==> config.mk <==
export PLATFORM = sky130hd
export DESIGN_NAME = metrics_counter_bank
export DESIGN_NICKNAME = d
export VERILOG_FILES = /design/src/rtl/metrics_counter_bank.sv
export SDC_FILE = /design/constraint.sdc
export NUM_CORES = 1
export LEC_CHECK = 0
export BUFFER_PORTS_ARGS = -buffer_cell sky130_fd_sc_hd__buf_2
export CAP_MARGIN = 25
export CORE_MARGIN = 8
export CORE_UTILIZATION = 50
export CTS_CLUSTER_DIAMETER = 40
export DETAILED_ROUTE_END_ITERATION = 8
export PLACE_DENSITY = 0.81
export SYNTH_ARGS = -nofsm -noshare
export SYNTH_HDL_FRONTEND = slang
export SYNTH_SLANG_ARGS = --single-unit
==> constraint.sdc <==
create_clock -name clk -period 3.46 [get_ports clk]
set_clock_uncertainty 0.15 [all_clocks]
set_input_delay 0.173 -clock clk [delete_from_list [all_inputs] [get_ports clk]]
set_output_delay 0.173 -clock clk [all_outputs]
set_load 0.03 [all_outputs]
==> src/rtl/metrics_counter_bank.sv <==
// metrics_counter_bank: a bank of per-channel event counters. A measurement
// window (manual start/stop, or a fixed number of cycles) gates counting.
// Each channel saturates or wraps and keeps a sticky overflow flag. All
// channels are copied at once into shadow registers, which are read back
// one channel at a time through an indexed port.
module metrics_counter_bank #(
    parameter int NUM_CH        = 4,
    parameter int COUNTER_WIDTH = 32,
    parameter int INC_WIDTH     = 4,
    parameter int WIN_WIDTH     = 32,
    parameter int SATURATE      = 0,
    localparam int IDX_W        = (NUM_CH > 1) ? $clog2(NUM_CH) : 1
) (
    input  logic                          clk,
    input  logic                          rst,
    input  logic                          start,
    input  logic                          stop,
    input  logic [WIN_WIDTH-1:0]          win_len,
    input  logic                          clear,
    input  logic                          snap,
    input  logic [NUM_CH-1:0]             inc_valid,
    input  logic [NUM_CH*INC_WIDTH-1:0]   inc_amt,
    input  logic                          rd_en,
    input  logic [IDX_W-1:0]              rd_idx,
    output logic                          rd_valid,
    output logic [COUNTER_WIDTH-1:0]      rd_data,
    output logic                          rd_ovf,
    output logic                          running,
    output logic                          done
);

    typedef enum logic [1:0] {ST_IDLE, ST_RUN, ST_DONE} state_t;

    localparam logic [WIN_WIDTH-1:0] WIN_ONE = WIN_WIDTH'(1);

    state_t                              state_reg, state_next;
    logic [WIN_WIDTH-1:0]                win_cnt_reg;
    logic [WIN_WIDTH-1:0]                win_len_reg;
    logic                                win_end;
    logic                                counting;
    logic                                snap_take;
    logic [NUM_CH-1:0][COUNTER_WIDTH-1:0] sh_cnt_bus;
    logic [NUM_CH-1:0]                   sh_ovf_bus;
    logic                                rd_valid_reg;
    logic [COUNTER_WIDTH-1:0]            rd_data_reg;
    logic                                rd_ovf_reg;

    // This is the last counted cycle of a bounded window.
    assign win_end = (state_reg == ST_RUN) && (win_len_reg != '0) &&
                     (win_cnt_reg == win_len_reg - WIN_ONE);

    // start discards the increments of its own cycle.
    assign counting  = (state_reg == ST_RUN) && !start;

    // A snapshot is taken on an explicit snap, or when a window ends through
    // stop or timeout. start suppresses all of these.
    assign snap_take = !start &&
                       (snap || ((state_reg == ST_RUN) && (stop || win_end)));

    // State register.
    always_ff @(posedge clk) begin
        if (rst) state_reg <= ST_IDLE;
        else     state_reg <= state_next;
    end

    // Next state. start has priority over everything else. stop is honoured in RUN only.
    always_comb begin
        state_next = state_reg;
        if (start) begin
            state_next = ST_RUN;
        end else if ((state_reg == ST_RUN) && (stop || win_end)) begin
            state_next = ST_DONE;
        end
    end

    // Window cycle counter, plus the window length latched when start is seen.
    always_ff @(posedge clk) begin
        if (rst) begin
            win_cnt_reg <= '0;
            win_len_reg <= '0;
        end else if (start) begin
            win_cnt_reg <= '0;
            win_len_reg <= win_len;
        end else if (state_reg == ST_RUN) begin
            win_cnt_reg <= win_cnt_reg + WIN_ONE;
        end
    end

    genvar gi;
    generate
        for (gi = 0; gi < NUM_CH; gi++) begin : g_ch
            logic [COUNTER_WIDTH-1:0] cnt_reg;
            logic                     ovf_reg;
            logic [COUNTER_WIDTH-1:0] sh_cnt_reg;
            logic                     sh_ovf_reg;
            logic [COUNTER_WIDTH:0]   amt_ext;
            logic [COUNTER_WIDTH:0]   sum;
            logic [COUNTER_WIDTH-1:0] cnt_next;
            logic                     ovf_next;

            assign amt_ext = (COUNTER_WIDTH+1)'(inc_amt[gi*INC_WIDTH +: INC_WIDTH]);

            // Post-update live value. Its carry-out sets the sticky flag.
            always_comb begin
                sum      = {1'b0, cnt_reg} + amt_ext;
                cnt_next = cnt_reg;
                ovf_next = ovf_reg;
                if (counting && inc_valid[gi]) begin
                    if (sum[COUNTER_WIDTH]) begin
                        ovf_next = 1'b1;
                        cnt_next = (SATURATE != 0) ? {COUNTER_WIDTH{1'b1}}
                                                   : sum[COUNTER_WIDTH-1:0];
                    end else begin
                        cnt_next = sum[COUNTER_WIDTH-1:0];
                    end
                end
            end

            // Live counter, flag and shadow copy. clear zeroes what a snapshot would capture.
            always_ff @(posedge clk) begin
                if (rst) begin
                    cnt_reg    <= '0;
                    ovf_reg    <= 1'b0;
                    sh_cnt_reg <= '0;
                    sh_ovf_reg <= 1'b0;
                end else if (start) begin
                    cnt_reg <= '0;
                    ovf_reg <= 1'b0;
                end else begin
                    if (clear) begin
                        cnt_reg <= '0;
                        ovf_reg <= 1'b0;
                    end else begin
                        cnt_reg <= cnt_next;
                        ovf_reg <= ovf_next;
                    end
                    if (snap_take) begin
                        sh_cnt_reg <= clear ? '0 : cnt_next;
                        sh_ovf_reg <= clear ? 1'b0 : ovf_next;
                    end
                end
            end

            assign sh_cnt_bus[gi] = sh_cnt_reg;
            assign sh_ovf_bus[gi] = sh_ovf_reg;
        end
    endgenerate

    // Registered read of the shadow bank. An out-of-range index returns zeros.
    always_ff @(posedge clk) begin
        if (rst) begin
            rd_valid_reg <= 1'b0;
            rd_data_reg  <= '0;
            rd_ovf_reg   <= 1'b0;
        end else begin
            rd_valid_reg <= rd_en;
            if (rd_en) begin
                if (int'(rd_idx) < NUM_CH) begin
                    rd_data_reg <= sh_cnt_bus[rd_idx];
                    rd_ovf_reg  <= sh_ovf_bus[rd_idx];
                end else begin
                    rd_data_reg <= '0;
                    rd_ovf_reg  <= 1'b0;
                end
            end
        end
    end

    assign rd_valid = rd_valid_reg;
    assign rd_data  = rd_data_reg;
    assign rd_ovf   = rd_ovf_reg;
    assign running  = (state_reg == ST_RUN);
    assign done     = (state_reg == ST_DONE);

endmodule

==> metrics.yaml, run 1 <==
core_area_um2: 33600
port_buffers: 96
dp_hpwl_um: 31900
grt_max_degree: 102
grt_pass1_vias: 15600
cts.sinks: 364
crit_type: "reg2reg"
totalWireLength_um: 61000
dr.pass1.iters: 6
ir_drop_v: 0.000441
yosys_most_used_dff: "dfxtp_1"
leakage_nw: 8.37
cp.arrival_ps: 4180
multi_input_area_um2: 10100
netlist_instances: 1902
h-tree-depth: 2
maxClockFrequency_ghz: 0.256
antenna_left: 0
hold-worst-slack_ps: 39.3
power_density_nw_per_um2: 469
fin_area_um2: 22200
finish.utilization_pct: 66.1
cpPeakStageDelay_ps: 490
cts_root_buffer: "clkbuf_16"
syn_avg_cell_area_um2: 8.99
hp-class: "in2reg"
drc_errors: 0
track_usage_pct: 25.1
cts_buffer_depth: 3
wl_per_cell_um: 23.8
viasPerCell: 6.49
rsz0062_at_grt: "true"
io_pins: 97
tns_ps: -41370
worst_slack_ps: -449
clk_pin_slew_ps: 60
cts_made_buffers: 47
pre_cts_slack_ps: -194
drv_cap: 0
worst_pin_slew_ps: 1330
synth-edff-count: 0
critPathMostFrequentCell: "nor4_4"
die_x_um: 201
num_vias: 16600
finalSetupViolCount: 132
nets: 2161
seqCellArea_um2: 7290
yosysSeqAreaShare_pct: 42.6
initial_utilization_pct: 50.9
maxSlewViolCount: 0
drtIter0Drc: 1971
clkLatencyLatePin_ps: 560
gr-total-overflow: 0
startpoint_type: "flip-flop"
antenna_found_initial: 5
failed_checks: "setup timing"
gp_congestion: 0.883
total_power_mw: 10.4
period_share_pct: 113
cts_tree: "done"
die_y_um: 201
nFillCells: 2187
die-area_um2: 40400
crit_chain: "nor4_4, nand4b_2, or4_1, a2111o_1, nor4_4, nand4_1, buf_4, o21ai_4, buf_8, nand2_8, buf_16, o31ai_1"
fp-row-count: 67
period_needed_ps: 3910
max_slew_margin_pct: 11.2
syn_area_um2: 17100
synth.net_count: 1985
hold_viol_final: 0
grt_pass1_wl_um: 84100
cp_data_required_time_ps: 3730
final-instance-count-excl-fill: 2564
synthToLayoutAreaGrowth_pct: 29.9
layout-drive-gt1-share_pct: 24.7
ys_types: 62
ys_async_sr_fraction_pct: 0
yosysWarnings: 0
cp-end-kind: "flip-flop"
place_area_um2: 18400
critPathMaxFanout: 6
ys_seq_elements: 364
dp_cells: 2400
cp_slowest_cell: "or4_1"
outcome: "finished, violations left"
## path summary, 6_finish.rpt
check / from / endpoint / slack (ps) / cells after the start
max: win_len_reg[8] / g_ch[0].sh_cnt_reg[2] / -450 / 12
min: inc_amt[8] / g_ch[2].cnt_reg[0] / 40 / 4
max reg2reg: win_len_reg[8] / g_ch[0].sh_cnt_reg[2] / -450 / 12
min reg2reg: g_ch[3].sh_cnt_reg[29] / g_ch[3].sh_cnt_reg[29] / 320 / 2
## synthesized netlist by cell type, types with 2 or more instances
master / count / area, µm²
buf_1: 22 / 82.6
clkbuf_1: 112 / 420
nor4_1: 48 / 300
nand2_1: 147 / 552
nand3_1: 51 / 255
a21boi_0: 3 / 22.5
nand3b_1: 2 / 15.0
a31o_2: 30 / 263
or3_1: 23 / 144
nor2_1: 286 / 1070
a21o_1: 11 / 82.6
nor3b_1: 8 / 60.1
dfxtp_1: 364 / 7290
xnor2_1: 102 / 893
o21a_1: 8 / 60.1
or4_1: 27 / 203
nor2b_1: 9 / 56.3
o211ai_1: 70 / 526
nand2b_1: 3 / 18.8
o31ai_1: 68 / 510
buf_2: 5 / 25.0
nor3_1: 33 / 165
ha_1: 18 / 225
and3b_1: 2 / 17.5
and4_1: 11 / 96.3
xor2_1: 88 / 771
or4b_2: 2 / 20.0
inv_1: 33 / 124
mux4_2: 33 / 743
o21ai_0: 55 / 275
mux2i_1: 74 / 741
fa_1: 4 / 80.1
nor3_2: 2 / 20.0
or2_2: 12 / 75.1
nand4_1: 31 / 194
mux2_2: 2 / 22.5
and3_1: 25 / 156
a21oi_1: 49 / 245
and2_1: 4 / 25.0
buf_6: 3 / 33.8
## power by group
group / switching [mW] / internal, mW / total, mW
registers: 0.0357 / 4.22 / 4.26
logic: 0.614 / 0.406 / 1.02
clock network: 1.97 / 3.16 / 5.14
## critical path, delay by kind of cell, from the launching register on
| family | cells | cell delay, ps |
|---|---|---|
| DFF | 1 | 370 |
| and+or+nand+nor | 6 | 1650 |
| AOI/OAI and AO/OA | 3 | 970 |
| buffers and inverters | 3 | 610 |
## metal layers
layer | up-vias | routed length [µm] | global-route usage [%]
li1 | 7091 | - | -
met1 | 7932 | 21700 | 30.9
met2 | 1215 | 28400 | 41.3
met3 | 400 | 6760 | 5.45
met4 | 4 | 4130 | 11.9
met5 | - | 16 | 0
## cells by family (layout without fill, tap and decap cells)
kind of cell | Yosys count | after routing | share of synthesized area [%]
xor+xnor | 190 | 190 | 9.73
other cells | 0 | 3 | 0
fa+ha+maj | 22 | 22 | 1.79
mux | 109 | 109 | 8.81
simple gates | 735 | 737 | 20.8
buf+inv | 177 | 386 | 4.08
flops | 364 | 364 | 42.6
compound gates | 305 | 305 | 12.2
## layout make-up
cell class / instances / area share (%)
Clock inverter: 24 / 1.44
Tap cell: 448 / 2.52
Inverter: 34 / 0.575
Sequential cell: 364 / 32.8
Multi-Input combinational cell: 1363 / 45.6
Timing Repair Buffer: 268 / 11.1
Clock buffer: 60 / 5.93
Antenna cell: 3 / 0.0338
## repair_timing
| item | in CTS | in global routing |
|---|---|---|
| endpoints found under the hold margin | 46 | 0 |
| endpoints found under the setup margin | 130 | 132 |
| cloned | 11 | 12 |
| hold buffers | 39 | 0 |
| setup buffers | 9 | 8 |
| pin swaps | 44 | 78 |
| resized for setup | 63 | 166 |
## placed cells by master, fill, tap and decap left out, drive strengths merged, types with 56 or more instances in the layout
master,n
dfxtp,364
nor2,286
buf,220
nand2,149
xnor2,102
xor2,88
mux2i,74
o211ai,70
clkbuf,69
o31ai,68
o21ai,56
No activity file was read; power rests on OpenSTA's default activity.
==> run 2, diff against run 1 <==
GPL_TIMING_DRIVEN = 0   (was default)
==> run 2 against run 1 <==
  * The run still ends with setup timing left
  * Register-to-register slack gained 50 ps
  * Design area shrank 2.1%
  * Count of clock-buffer cells in the layout shrank 2
  * Combinational power shrank 5%
  * Critical path depth grew 1
  * Highest routed layer unchanged
==> metrics.yaml, run 2 (synthesis results as in run 1) <==
seqCellArea_um2: 7300  # was 7290 µm²
r2r_cells: 13  # was 12
antenna_found_initial: 5  # unchanged
antenna_left: 0  # unchanged
final_common_cell: "dfxtp_1"  # unchanged
drv_cap: 0  # unchanged
final-instance-count-excl-fill: 2598  # was 2564
cts_root_buffer: "clkbuf_16"  # unchanged
worstSetupStartpoint: "win_len_reg[4]"  # was win_len_reg[8]
core_area_um2: 33600  # unchanged
totalWireLength_um: 62500  # was 61000 µm
grt_pass1_vias: 16000  # was 15600
die_x_um: 201  # unchanged
leakage_nw: 8.00  # was 8.37 nW
synthToLayoutAreaGrowth_pct: 27.2  # was 29.9%
endpoint: "g_ch[1].sh_cnt_reg[6]"  # was g_ch[0].sh_cnt_reg[2]
clk_pin_slew_ps: 70  # was 60 ps
critPathMaxFanout: 5  # was 6
num_vias: 16500  # was 16600
fp-row-count: 67  # unchanged
dr.pass1.iters: 9  # was 6
wl_per_cell_um: 24.1  # was 23.8 µm
hp-class: "in2reg"  # unchanged
track_usage_pct: 28.1  # was 25.1%
h-tree-depth: 2  # unchanged
initial_utilization_pct: 50.9  # unchanged
finish.utilization_pct: 64.7  # was 66.1%
reg2reg_slack_ps: -400  # was -450 ps
cp.arrival_ps: 4130  # was 4180 ps
startpoint_type: "flip-flop"  # unchanged
period_share_pct: 112  # was 113%
grt_pass1_wl_um: 90100  # was 84100 µm
use_met1_pct: 33.7  # was 30.9%
hold_viol_final: 0  # unchanged
finalSetupViolCount: 132  # unchanged
layout-drive-gt1-share_pct: 20.1  # was 24.7%
pre_cts_slack_ps: -1120  # was -194 ps
failed_checks: "setup timing"  # unchanged
dp_cells: 2442  # was 2400
io_pins: 97  # unchanged
outcome: "finished, violations left"  # unchanged
gr-max-usage-layer: "met2"  # unchanged
rsz0062_at_grt: "true"  # unchanged
fin_area_um2: 21700  # was 22200 µm²
max_slew_margin_pct: 7.91  # was 11.2%
cp_data_required_time_ps: 3730  # about the same
grt_use_met3_pct: 8.52  # was 5.45%
viasPerCell: 6.34  # was 6.49
cts.sinks: 364  # unchanged
worst_pin_slew_ps: 1380  # was 1330 ps
cp-end-kind: "flip-flop"  # unchanged
place_area_um2: 18100  # was 18400 µm²
period_needed_ps: 3860  # was 3910 ps
gr-total-overflow: 0  # unchanged
timing.rr.end: "g_ch[1].sh_cnt_reg[6]"  # was g_ch[0].sh_cnt_reg[2]
port_buffers: 92  # was 96
die-area_um2: 40400  # unchanged
nFillCells: 2406  # was 2187
gp_congestion: 0.985  # was 0.883
clkLatencyLatePin_ps: 590  # was 560 ps
power_density_nw_per_um2: 474  # was 469 nW/µm²
nets: 2196  # was 2161
grtUsageMet2_pct: 44.0  # was 41.3%
worst_slack_ps: -401  # was -449 ps
drc_errors: 0  # unchanged
ir_drop_v: 0.000395  # was 0.000441 V
dp_hpwl_um: 40700  # was 31900 µm
cts_tree: "done"  # unchanged
mostFrequentLayoutCells: "357 x dfxtp_1, 284 x nor2_1, 145 x nand2_1"  # was 360 x dfxtp_1, 286 x nor2_1, 146 x nand2_1
die_y_um: 201  # unchanged
maxSlewViolCount: 0  # unchanged
worstReg2RegStart: "win_len_reg[4]"  # was win_len_reg[8]
crit_type: "reg2reg"  # unchanged
maxClockFrequency_ghz: 0.259  # was 0.256 GHz
grt_max_degree: 15  # was 102
drtIter0Drc: 2021  # was 1971
multi_input_area_um2: 9950  # was 10100 µm²
tns_ps: -40100  # was -41370 ps
cts_made_buffers: 46  # was 47
cts_buffer_depth: 3  # unchanged
run 2: critical path: stages (launching register included):
cell and delay, ps:
dfxtp_4 370, nor4_4 430, nand4b_4 140, or4_4 520, a2111o_1 420, nor4_4 260, nand4_1 210, o21a_1 260
buf_6 150, buf_6 130, clkbuf_16 170, clkbuf_16 160, o211ai_1 200, o31ai_1 110
run 2: worst min path at each step:
stage,start,endpoint,slack [ps],cells past startpoint
after CTS,snap,g_ch[3].sh_cnt_reg[29],3,5
after global routing,snap,g_ch[3].sh_cnt_reg[29],30,5
after floorplan,win_len[0],win_len_reg[0],170,2
after detailed placement,win_len[22],win_len_reg[22],260,3
final,snap,g_ch[3].sh_cnt_reg[29],20,5
after global placement,win_len[29],win_len_reg[29],260,3
run 2: layout make-up:
type	instances	share of cell area, %
clock buffer	58	5.92
clock inverter	26	1.44
antenna	1	0.0115
tap	448	2.58
sequential	364	33.6
inverter	34	0.587
buffer	138	4.08
timing repair buffer	168	6.01
multi-input combinational	1361	45.8
run 2: repair_timing:
action                                  CTS  global route
hold buffers                             38             0
cloned                                   12             3
endpoints found under the setup margin  143           142
gates resized for setup                 175            89
setup buffers                            16             8
endpoints found under the hold margin    39             0
pin swaps                               106            49
run 2: metal layers:
metal  up-vias  routed length [µm]
met3       384                7660
met5         -                  48
met2      1200               27500
met4         6                4740
li1       7168                   -
met1      7718               22600
run 2: stage by stage:
| stage | power [mW] | hold slack (ps) |
|---|---|---|
| global placement | 5.02 | 257 |
| floorplan | 4.78 | 170 |
| CTS | 10.2 | 3.40 |
| global route | 10.5 | 32.7 |
| finish | 10.3 | 15.4 |
| detailed placement | 5.03 | 264 |
run 2: where the power goes:
part	leakage (nW)	internal [mW]	switching (mW)
Clock	0.787	3.00	2.06
Combinational	4.27	0.351	0.614
Sequential	2.94	4.22	0.0494
